===== src/rtl/l1i_inv_ctrl.sv =====
// L1I tag-array invalidation sequencer: walks every set after reset and on
// each accepted flush request, then holds cache_ready until the next walk.
module l1i_inv_ctrl #(
  parameter int SETS  = 64,
  parameter int IDX_W = $clog2(SETS)
) (
  input  logic             clk,
  input  logic             rst,
  input  logic             inv_gnt,
  input  logic             flush_req,
  output logic             inv_we,
  output logic [IDX_W-1:0] inv_idx,
  output logic             cache_ready,
  output logic             flush_done
);

  typedef enum logic [1:0] {RST_WAIT, INIT, READY, FLUSH} state_t;

  state_t           state, state_nxt;
  logic [IDX_W-1:0] idx, idx_nxt;
  logic             walking, last;

  assign walking = (state == INIT) || (state == FLUSH);
  // Final set of a walk is written at this edge.
  assign last    = walking && inv_gnt && (idx == IDX_W'(SETS - 1));

  assign inv_we  = walking;
  assign inv_idx = idx;

  always_comb begin
    state_nxt = state;
    idx_nxt   = idx;
    case (state)
      RST_WAIT: begin
        state_nxt = INIT;
        idx_nxt   = '0;
      end
      INIT, FLUSH: begin
        if (inv_gnt) begin
          idx_nxt = last ? '0 : idx + IDX_W'(1);
          if (last) state_nxt = READY;
        end
      end
      READY: begin
        // flush_req is still high during the done pulse; that is not a new request.
        if (flush_req && !flush_done) begin
          state_nxt = FLUSH;
          idx_nxt   = '0;
        end
      end
      default: begin
        state_nxt = RST_WAIT;
        idx_nxt   = '0;
      end
    endcase
  end

  always_ff @(posedge clk or posedge rst) begin
    if (rst) begin
      state       <= RST_WAIT;
      idx         <= '0;
      cache_ready <= 1'b0;
      flush_done  <= 1'b0;
    end else begin
      state       <= state_nxt;
      idx         <= idx_nxt;
      cache_ready <= (state_nxt == READY);
      flush_done  <= (state == FLUSH) && last;
    end
  end

endmodule


===== config.mk =====
export PLATFORM = sky130hd
export DESIGN_NAME = l1i_inv_ctrl
export DESIGN_NICKNAME = d
export VERILOG_FILES = /design/src/rtl/l1i_inv_ctrl.sv
export SDC_FILE = /design/constraint.sdc
export NUM_CORES = 1
export LEC_CHECK = 0
export BUFFER_PORTS_ARGS = -buffer_cell sky130_fd_sc_hd__buf_2
export CORE_AREA = 8 8 45 47
export CTS_CLUSTER_DIAMETER = 200
export DETAILED_ROUTE_END_ITERATION = 10
export DIE_AREA = 0 0 53 55
export PLACE_DENSITY_LB_ADDON = 0.08
export SYNTH_ARGS = -nofsm -noshare
export SYNTH_HDL_FRONTEND = slang
export SYNTH_SLANG_ARGS = --single-unit
export TNS_END_PERCENT = 20

===== constraint.sdc =====
create_clock -name clk -period 1.55 [get_ports clk]
set_clock_uncertainty 0.2 [all_clocks]
set_input_delay 0.2325 -clock clk [delete_from_list [all_inputs] [get_ports clk]]
set_output_delay 0.2325 -clock clk [all_outputs]
set_load 0.03 [all_outputs]

==> impl_metrics.py <==
metrics = {
    "floorplanning": {
        "fp.coreArea_um2": 1384,
        "die_area_um2": 2915,
        "initial_core_util_pct": 35.99,
        "dieHeight_um": 55,
        "num_rows": 14,
        "die_width_um": 53,
        "ios": 13,
    },
    "setup_path": {
        "cp-end-kind": "flip-flop",
        "cp-start-kind": "flip-flop",
        "crit_required_ns": 1.50,
        "cp_slowest_cell": "dfrtp_2",
        "path_cells": "ha_4 > nand3_2 > o21ai_4 > nor2_1 > mux2_2",
        "reg2reg_slack_ns": 0.08,
        "arrival_ns": 1.42,
        "cpPeakStageDelay_ns": 0.40,
        "critPathMaxFanout": 4,
        "worstSetupPathType": "flip-flop to flip-flop",
        "cp.buffers_inverters": 0,
        "cp_top_family": "flip-flops",
    },
    "global_routing": {
        "grt_util_all_layers_pct": 8.921,
        "grt_max_degree": 11,
        "grt_pass1_wl_um": 1925,
        "grt_pass1_vias": 456,
        "antenna_found_initial": 0,
        "overflow": 0,
    },
    "outcome": {
        "status": "finished, final reports clean",
    },
    "finish": {
        "antenna_cells": 0,
        "nNetsFinal": 83,
        "drive_gt1_share_pct": 48.05,
        "final_cell_area_um2": 734.5,
        "fin_cells": 93,
        "area_growth_pct": 47.49,
    },
    "sta": {
        "finalCritPeriodShare_pct": 94.79,
        "hold_viol": 0,
        "timing.fmax_mhz": 680.6,
        "rsz0062_at_grt": "false",
        "hold_ws_ns": 0.2189,
        "setup_violations": 0,
        "slew_viol_final": 0,
        "worstMarginPinSlew_ns": 0.3672,
        "worst_slack_ns": 0.08078,
        "period_needed_ns": 1.469,
        "slew_headroom_pct": 75.49,
    },
    "power_and_ir_drop": {
        "clockPowerShare_pct": 19.7,
        "p_seq_share_pct": 34.6,
        "p_comb_share_pct": 45.7,
        "p_sw_w": 0.0004856,
        "peakVddDrop_uv": 897.3,
        "p_int_w": 0.0007015,
        "leakagePower_nw": 0.3534,
        "power_density_nw_per_um2": 1616,
        "switching_share_pct": 40.90,
    },
    "routing": {
        "top_layer": "met4",
        "wl_met2_um": 552,
        "ant_nets": 0,
        "avgViaCountPerCell": 5.000,
        "drtIter0Drc": 4,
        "post_drt_wl_per_cell_um": 12.60,
        "drc": 0,
        "wl_met3_um": 69,
        "dr.pass1.iters": 4,
        "routed_wl_um": 1172,
        "via_count": 465,
        "wl_met1_um": 533,
    },
    "synth": {
        "avgSynthCellArea_um2": 9.764,
        "syn-instance-count": 51,
        "ys_types": 24,
        "yosysSeqAreaShare_pct": 50.25,
        "synthArstFlopShare_pct": 100.0,
        "ys_ff_latch": 10,
        "synth_edf_count": 0,
        "ys_warn_count": 0,
        "netlist_area_um2": 498.0,
        "synth_nets": 56,
        "synth_top_flop_cell": "dfrtp_1",
    },
    "clock_tree": {
        "clk_pin_slew_ns": 0.07,
        "cts_tree": "yes",
        "cts_root_buf": "clkbuf_4",
        "cts_max_level": 1,
        "numCtsBuffers": 3,
        "clkSinkCount": 10,
        "cts_buffer_depth": 2,
        "clk_latency_ns": 0.26,
    },
    "placed_design": {
        "gp_congestion": 0.7194,
        "place_ws_ns": 0.05916,
        "place_hpwl_um": 922.6,
        "dp_cells": 87,
        "dpl-instance-area_um2": 661.9,
        "port_buffers": 12,
    },
    "min_path": {
        "min_path_type": "primary input to flip-flop",
    },
    "flow_run": {
        "maxCapViolations": 0,
    },
}
## stage by stage
step	TNS (ns)	utilization [%]	power [W]
CTS	0	51.18	0.001165
global route	0	53.07	0.001278
detailed placement	0	47.83	0.0009253
floorplan	-0.008167	-	0.0007470
global placement	0	47.83	0.0009204
finish	0	53.07	0.001187
## metal layers
metal | vias to the layer above | track usage (%)
li1 | 230 | -
met1 | 220 | 10.56
met2 | 13 | 14.26
met3 | 2 | 3.209
met4 | 0 | 3.879
met5 | - | 0
## cell families after synthesis
logic type               Yosys count  share of synthesized area (%)
AND/OR/NAND/NOR                   23                          23.12
AO/OA/AOI/OAI                     11                          16.84
adder cells (fa/ha/maj)            1                          2.512
multiplexers                       2                          4.271
flip-flops                        10                          50.25
buffers and inverters              4                          3.014
## worst register-to-register path: cells and delay by family, from the launching register on
| family | cells | cell delay [ns] |
|---|---|---|
| flops | 1 | 0.40 |
| mux | 1 | 0.25 |
| compound gates | 1 | 0.19 |
| simple gates | 2 | 0.17 |
| fa+ha+maj | 1 | 0.16 |
## flip-flops by register name, summed over array words and instances, names as in the netlist
signal       cells
inv_idx          6
flush_done       1
state            2
cache_ready      1
## synth_stat cells, types with 2 or more instances
| cell type | n | area [um^2] |
|---|---|---|
| nand3_1 | 4 | 20.02 |
| a21oi_1 | 2 | 10.01 |
| inv_1 | 2 | 7.510 |
| dfrtp_1 | 10 | 250.2 |
| nand2_1 | 7 | 26.28 |
| nor2_1 | 4 | 15.01 |
| o21ai_1 | 3 | 15.01 |
| and2_1 | 2 | 12.51 |
| a22o_1 | 2 | 17.52 |
## power by group through the flow
stage,sequential [W],clock [W],combinational [W]
2_1_floorplan,0.000541,0,0.000206
3_3_place_gp,0.000418,0,0.000502
3_5_place_dp,0.000421,0,0.000504
4_1_cts,0.000416,0.000242,0.000507
5_1_grt,0.000421,0.000259,0.000598
6_report,0.000411,0.000234,0.000542
## what timing repair did
action,in CTS,in global routing
hold buffers,1,0
setup buffers,0,1
endpoints found under the hold margin,10,0
endpoints found under the setup margin,0,4
gates resized for setup,0,3
## layout by cell type, fill, tap and decap left out, types with 2 or more instances in the layout
master    synthesis  final
buf_2             0     12
buf_4             0     10
dfrtp_1          10      8
nand2_1           7      7
nor2_1            4      4
o21ai_1           3      3
nand3_1           4      3
clkbuf_4          0      3
nand3_2           1      2
a22o_1            2      2
inv_1             2      2
and2_1            2      2
a21oi_1           2      2
dfrtp_2           0      2
## path summary, 6_finish.rpt
kind / from / endpoint / cells past startpoint
worst max-delay path: inv_idx[1]$_DFFE_PP0P_ / inv_idx[0]$_DFFE_PP0P_ / 5
worst min-delay path: flush_req / cache_ready$_DFF_PP0_ / 3
worst max register to register: inv_idx[1]$_DFFE_PP0P_ / inv_idx[0]$_DFFE_PP0P_ / 5
worst min register to register: state[1]$_DFF_PP0_ / state[1]$_DFF_PP0_ / 1
max in group asynchronous: rst / inv_idx[0]$_DFFE_PP0P_ / 3
min in group asynchronous: rst / state[1]$_DFF_PP0_ / 3
## final cells by class
class,count,area (um^2)
fillers,138,649.4
repair buffers,23,145.1
flip-flops and latches,10,252.7
multi-input cells,37,269.0
inverters,3,11.26
well taps,16,20.02
clock buffers,4,36.28
Note: power is estimated with default switching activity, not from simulation.
